===== src/rtl/input_decimator.sv =====
// input_decimator: block-average decimator between the codec and the network core.
// Captures sample_in on each rising edge of sample_clk and averages blocks of
// 2**DECIM_LOG2 samples. Each block produces one sample_out, a one-cycle
// out_strobe and an out_clk pulse PULSE_CYCLES cycles long.
//
// Ports:
//   clk         system clock
//   rst_n       asynchronous active-low reset
//   sample_clk  codec sample clock (synchronous to clk); rising edge = valid sample_in
//   sample_in   signed sample, W bits
//   flush       synchronous clear of the partial block
//   sample_out  signed decimated sample, held between updates
//   out_strobe  one-cycle pulse when sample_out updates
//   out_clk     stretched rising-edge clock for the next stage
//   block_count samples accumulated in the current block
//
// Optional macro DECIM_ROUND_EN: when defined, both shifts round half-up.
// When undefined, both shifts are plain arithmetic (floor) shifts.
module input_decimator #(
    parameter int unsigned W            = 16,
    parameter int unsigned DECIM_LOG2   = 2,
    parameter int unsigned OUT_SHIFT    = 0,
    parameter int unsigned PULSE_CYCLES = 4
) (
    input  logic                  clk,
    input  logic                  rst_n,
    input  logic                  sample_clk,
    input  logic [W-1:0]          sample_in,
    input  logic                  flush,
    output logic [W-1:0]          sample_out,
    output logic                  out_strobe,
    output logic                  out_clk,
    output logic [DECIM_LOG2:0]   block_count
);

    localparam int unsigned AW    = W + DECIM_LOG2;
    localparam int unsigned CW    = DECIM_LOG2 + 1;
    localparam int unsigned DECIM = 1 << DECIM_LOG2;
    localparam int unsigned PW    = $clog2(PULSE_CYCLES + 1);

    typedef enum logic {ACCUM, EMIT} state_t;

    state_t                state;
    logic                  prev_sc;
    logic signed [AW-1:0]  acc;
    logic signed [AW-1:0]  samp_ext;
    logic signed [AW-1:0]  acc_next;
    logic [PW-1:0]         pulse_cnt;
    logic [PW-1:0]         pulse_next;
    logic                  sc_rise;
    logic                  last_c;
    logic                  emit_c;
    logic [W-1:0]          result;

    // Edge detect and block-completion decode
    assign sc_rise  = sample_clk & ~prev_sc;
    assign samp_ext = AW'($signed(sample_in));
    assign acc_next = acc + samp_ext;
    assign last_c   = (block_count == CW'(DECIM - 1));
    assign emit_c   = (state == ACCUM) && !flush && sc_rise && last_c;

    // Output value of the block that completes with the current sample
`ifdef DECIM_ROUND_EN
    localparam int unsigned RB_AVG = (2 ** DECIM_LOG2) / 2;
    localparam int unsigned RB_OUT = (2 ** OUT_SHIFT) / 2;

    logic signed [AW:0]   avg_sum;
    logic signed [AW:0]   avg_val;
    logic signed [AW+1:0] out_sum;

    // One extra bit per rounding adder so the bias can never wrap
    assign avg_sum = (AW+1)'(acc_next) + $signed((AW+1)'(RB_AVG));
    assign avg_val = avg_sum >>> DECIM_LOG2;
    assign out_sum = (AW+2)'(avg_val) + $signed((AW+2)'(RB_OUT));
    assign result  = W'(out_sum >>> OUT_SHIFT);
`else
    assign result  = W'((acc_next >>> DECIM_LOG2) >>> OUT_SHIFT);
`endif

    // out_clk stretch counter; a new emit reloads it
    always_comb begin
        pulse_next = pulse_cnt;
        if (emit_c) begin
            pulse_next = PW'(PULSE_CYCLES);
        end else if (pulse_cnt != '0) begin
            pulse_next = pulse_cnt - PW'(1);
        end
    end

    // Accumulate / emit state machine with registered outputs
    always_ff @(posedge clk or negedge rst_n) begin
        if (!rst_n) begin
            state       <= ACCUM;
            prev_sc     <= 1'b0;
            acc         <= '0;
            block_count <= '0;
            pulse_cnt   <= '0;
            sample_out  <= '0;
            out_strobe  <= 1'b0;
            out_clk     <= 1'b0;
        end else begin
            prev_sc    <= sample_clk;
            out_strobe <= 1'b0;
            pulse_cnt  <= pulse_next;
            out_clk    <= (pulse_next != '0);
            case (state)
                ACCUM: begin
                    if (flush) begin
                        acc         <= '0;
                        block_count <= '0;
                    end else if (sc_rise) begin
                        if (last_c) begin
                            // Block complete: publish now, restart in EMIT
                            sample_out  <= result;
                            out_strobe  <= 1'b1;
                            block_count <= '0;
                            state       <= EMIT;
                        end else begin
                            acc         <= acc_next;
                            block_count <= block_count + CW'(1);
                        end
                    end
                end
                EMIT: begin
                    // A coincident edge seeds the next block unless flushed
                    if (sc_rise && !flush) begin
                        acc         <= samp_ext;
                        block_count <= CW'(1);
                    end else begin
                        acc         <= '0;
                        block_count <= '0;
                    end
                    state <= ACCUM;
                end
                default: state <= ACCUM;
            endcase
        end
    end

endmodule

===== config.mk =====
export PLATFORM = sky130hd
export DESIGN_NAME = input_decimator
export DESIGN_NICKNAME = d
export VERILOG_FILES = /design/src/rtl/input_decimator.sv
export SDC_FILE = /design/constraint.sdc
export NUM_CORES = 1
export LEC_CHECK = 0
export BUFFER_PORTS_ARGS = -buffer_cell sky130_fd_sc_hd__buf_2
export CORE_MARGIN = 2
export CORE_UTILIZATION = 45
export DETAILED_ROUTE_END_ITERATION = 7
export PLACE_DENSITY_LB_ADDON = 0.12
export RECOVER_POWER = 25
export SYNTH_ARGS = -nofsm -noshare
export SYNTH_HDL_FRONTEND = slang
export SYNTH_SLANG_ARGS = --single-unit

===== constraint.sdc =====
create_clock -name clk -period 2.28 [get_ports clk]
set_input_delay 0.456 -clock clk [delete_from_list [all_inputs] [get_ports clk]]
set_output_delay 0.456 -clock clk [all_outputs]
set_load 0.02 [all_outputs]

; Word-level counts from Yosys, hierarchy flattened
; Index checks and enable logic that the tools add are counted.
[classes]
n_addsub = 3
n_eq_ne = 3
bitwise_logic = 4
n_mux = 17
reduce_logical = 9
[op_table]
columns = cell, count
row1 = $mux 18, 4
row2 = $pmux 18 s2, 1
row3 = $add 18x16->18, 1
row4 = $mux 3, 5
row5 = $ne 3x3->1 const B, 2
row6 = $pmux 3 s2, 1
row7 = $reduce_bool 3->1, 2
row8 = $mux 1, 5
row9 = $logic_and 1x1->1, 4
row10 = $reduce_and 4->1, 1
row11 = $add 3x1->3 const B, 1
row12 = $eq 3x2->1 const B, 1
row13 = $not 1->1, 3
row14 = $sub 3x1->3 const B, 1
row15 = $pmux 1 s2, 1
row16 = $reduce_and 2->1, 1
row17 = $and 1x1->1, 1
row18 = $logic_not 1->1, 1
[totals]
word_cells = 44
reg_bits = 44
in_bits = 20

; Logic depth before layout (Yosys ltp)
[depth]
ltp_word = 6
mapped_depth = 9

; Worst setup path after synthesis
; Ideal clock, no wire load.
[synth_path]
kind = input to register
from = input port sample_in[0]
to = register acc[16]
t_arrival_ns = 2.383
slack_ns = -0.231
setup_ns = 0.128
cell_stages = 9
path_cell_list = ha_1 -> fa_1 -> a21o_1 -> a221o_2 -> a221oi_2 -> o31ai_1 -> xor2_1 -> mux2i_1 -> o21ai_1
[synth_between]
elab_chain_cells = 5
[synth_rtl]
columns = item, line
row1 = start: declaration, 28  ; input logic [W-1:0] sample_in,
row2 = $add 18x16->18, 58  ; assign acc_next = acc + samp_ext;
row3 = $mux 18, 112  ; if (last_c) begin
row4 = $mux 18, 111  ; end else if (sc_rise) begin
row5 = $mux 18, 108  ; if (flush) begin
row6 = $pmux 18 s2, 106  ; case (state)
row7 = end signal: assignment, 119  ; acc <= acc_next;
row8 = end signal: assignment, 127  ; acc <= samp_ext;
row9 = end: declaration, 45  ; logic signed [AW-1:0] acc;
; Every way passes these cells. The select of a mux whose other input is x is not followed.
; A chain may end at the register's enable or synchronous reset.

; Final worst setup path
[layout_path]
from = register acc[0]
to = register sample_out[14]
[layout_between]
elab_chain_cells = 1
[layout_rtl]
columns = item, line
row1 = $add 18x16->18, 58
row2 = end signal: assignment, 114  ; sample_out <= result;
row3 = end: declaration, 30  ; output logic [W-1:0] sample_out,
; Every way passes these cells.

==> flow_summary_export.csv <==
group,metric,value,unit
setup_path,cp-start-kind,"flip-flop",
synthesis,ys_ff_latch,43,
clocking,clock-sinks,43,
clocking,htree_levels,2,
detailed_routing,wl,6.62,mm
status,outcome,"finished with violations",
timing,maxSlewViolCount,0,
floorplanning,die_area,0.00652,mm²
placed_design,io_buffers,40,
setup_path,cp_top_family,"compound AO/OA/AOI/OAI gates",
status,violations,"negative setup slack",
clocking,cts_inserted_buffers,5,
hold_path,min_from,"sample_clk",
synthesis,ys_warn_count,0,
floorplanning,core-area,0.00561,mm²
synthesis,synthTopCellsByArea,"dfrtp_1 41%, ha_1 9.9%, nand2_1 8.1%, a21oi_1 5.3%, nor2_1 4.0%",
detailed_routing,ant_nets,0,
synthesis,ys_types,49,
placed_design,dpl_worst_slack,-0.433,ns
finish,fin_util,61.6,%
setup_path,regToRegStartpoint,"acc[0]",
timing,max_freq,0.403,GHz
finish,nNetsFinal,425,
finish,layout_commonest_cell,"nand2_1",
timing,finalSetupViolCount,13,
detailed_routing,drc,0,
grt,grt_use_total,22.6,%
finish,layout-drive-gt1-share,29.7,%
clocking,cts_tree,"done",
setup_path,cpMaxStageDelayCell,"dfrtp_1",
synthesis,netlist_area,0.00265,mm²
hold_path,whs_endpoint,"prev_sc",
power,leakagePower,0.00174,µW
grt,gr-total-overflow,0,
synthesis,syn_area_per_cell,8.75,µm²
setup_path,worst-r2r-cell-count,10,
power,powerDensity,652,mW/mm²
timing,worstMarginPinSlew,1.09,ns
grt,grt_max_degree,44,
clocking,hold_buffers,0,
timing,fin_crit_sh,109,%
clocking,cts.path.max_buffers,2,
timing,hold_viol,0,
finish,final_cell_mix,"55 x nand2_1, 43 x dfrtp_1, 43 x buf_4, 39 x buf_2, 28 x nor2_1",
setup_path,max_stage_delay,0.41,ns
timing,rsz0062_at_grt,"yes",
timing,slew_headroom,27.0,%
hold_path,hold_depth,1,
detailed_routing,drt_pass1_iterations,4,
placed_design,dpl.hpwl,4.90,mm
setup_path,cp_max_fo,3,
run,maxCapViolCount,0,
synthesis,ys.flop_type,"dfrtp_1",
finish,area_growth,30.3,%
setup_path,rrSetupSlack,-0.20,ns
synthesis,synth_top_area_share,40.6,%
detailed_routing,vias_per_cell,5.31,
floorplanning,io_pins,41,
power,ir_worst_vdd,0.000360,V
synthesis,syn_nets,345,
timing,period_needed,2.48,ns
clocking,clock-root-buffer,"clkbuf_8",
synthesis,netlist_instances,303,
setup_path,crit_chain,"ha_4 > fa_2 > a21o_1 > a221o_2 > a221oi_4 > o31ai_2 > xor2_1 > buf_4 > nand2_2 > nand2_1",
floorplanning,die-width,80.8,µm
setup_path,cp_num_buf_inv,1,
floorplanning,initial_utilization,47.3,%
detailed_routing,wl_per_cell,14.5,µm
finish,antenna_cells,0,
grt,grt_pass1_vias,2371,
detailed_routing,first_iter_violations,117,
floorplanning,std_cell_rows,27,
synthesis,async_flop_share,100,%
synthesis,synth_edf_count,0,
detailed_routing,route.vias.total,2422,
placed_design,gp_congestion,0.948,
synthesis,ys_seq_area_share,40.6,%
timing,fin_skew,0.00831,ns
clocking,clk_latency,0.30,ns
setup_path,arrival,2.68,ns
floorplanning,dieHeight,80.8,µm
setup_path,r2r-end,"sample_out[14]",
setup_path,cp-end-kind,"flip-flop",
synthesis,yosys.area.top_type,"dfrtp_1",
setup_path,critical_path_class,"reg2reg",
hold_path,hp-class,"in2reg",
timing,setup_slack,-0.201,ns
clocking,clk_pin_slew,0.08,ns
setup_path,crit_required,2.48,ns
grt,grt_pass1_wl,11.3,mm
grt,antenna_found_initial,0,
cell families after synthesis:
group	share of synthesized area [%]
compound gates	18.6
xor+xnor	5.95
fa+ha+maj	10.7
buf+inv	2.74
flops	40.6
mux	1.18
simple gates	20.2
timing repair:
item | in CTS | in global routing
setup buffers | 1 | 1
pin swaps | 10 | 3
resized for setup | 6 | 6
endpoints found under the setup margin | 13 | 20
cells in the mapped netlist (3+ instances only):
master and number:
inv_1 8, ha_1 21, nor3_1 4, a31oi_1 3, a21o_1 4, nor3b_1 3
xor2_1 9, nand3_1 9, xnor2_1 9, nand2b_1 3, clkbuf_1 9, nand2_1 57
nor2_1 28, dfrtp_1 43, a21oi_1 28, o21ai_0 19, nor2b_1 4
routing by layer:
layer	up-vias	wire length, µm	global-route usage, %
li1	1220	-	-
met1	1148	3210	32.4
met4	0	76	6.61
met3	7	293	4.11
met2	47	3040	35.3
met5	-	0	0
flip-flops by register name, summed over array words and instances, names as in the netlist:
| name | cells |
|---|---|
| acc | 18 |
| block_count | 3 |
| out_clk | 1 |
| out_strobe | 1 |
| prev_sc | 1 |
| pulse_cnt | 3 |
| sample_out | 16 |
power by group:
part           switching [µW]  internal (µW)  total (µW)
clock                     274            214         489
combinational             462            422         885
sequential               44.8            837         881
total                     782           1470        2250
area by class of cell:
cell class,count,area [µm²]
multi-input combinational,241,1650
inverter,8,30.0
tap,72,90.1
timing repair buffer,84,527
clock buffer,6,72.6
fill,516,2150
sequential,43,1080
clock inverter,2,12.5
worst max-delay path by stage:
stage | end | cells past startpoint | startpoint | slack, ns
2_1_floorplan | acc[14] | 8 | sample_in[0] | -0.19
3_3_place_gp | acc[14] | 9 | sample_in[0] | -0.37
3_5_place_dp | acc[14] | 9 | sample_in[0] | -0.43
4_1_cts | acc[16] | 9 | acc[0] | -0.17
5_1_grt | acc[16] | 9 | acc[0] | -0.31
6_report | sample_out[14] | 10 | acc[0] | -0.20
through the flow:
step / hold slack (ns) / setup TNS, ns / power (µW) / instances / area (µm²)
after floorplan: 0.160 / -0.535 / 1430 / 303 / 2750
after global placement: 0.453 / -4.10 / 1720 / 446 / 3310
after detailed placement: 0.458 / -4.55 / 1730 / 446 / 3310
after global routing: 0.268 / -3.21 / 2430 / 456 / 3460
after CTS: 0.246 / -1.31 / 2260 / 455 / 3430
final: 0.288 / -1.57 / 2250 / 456 / 3460
Power figures use the tool's default switching activity.
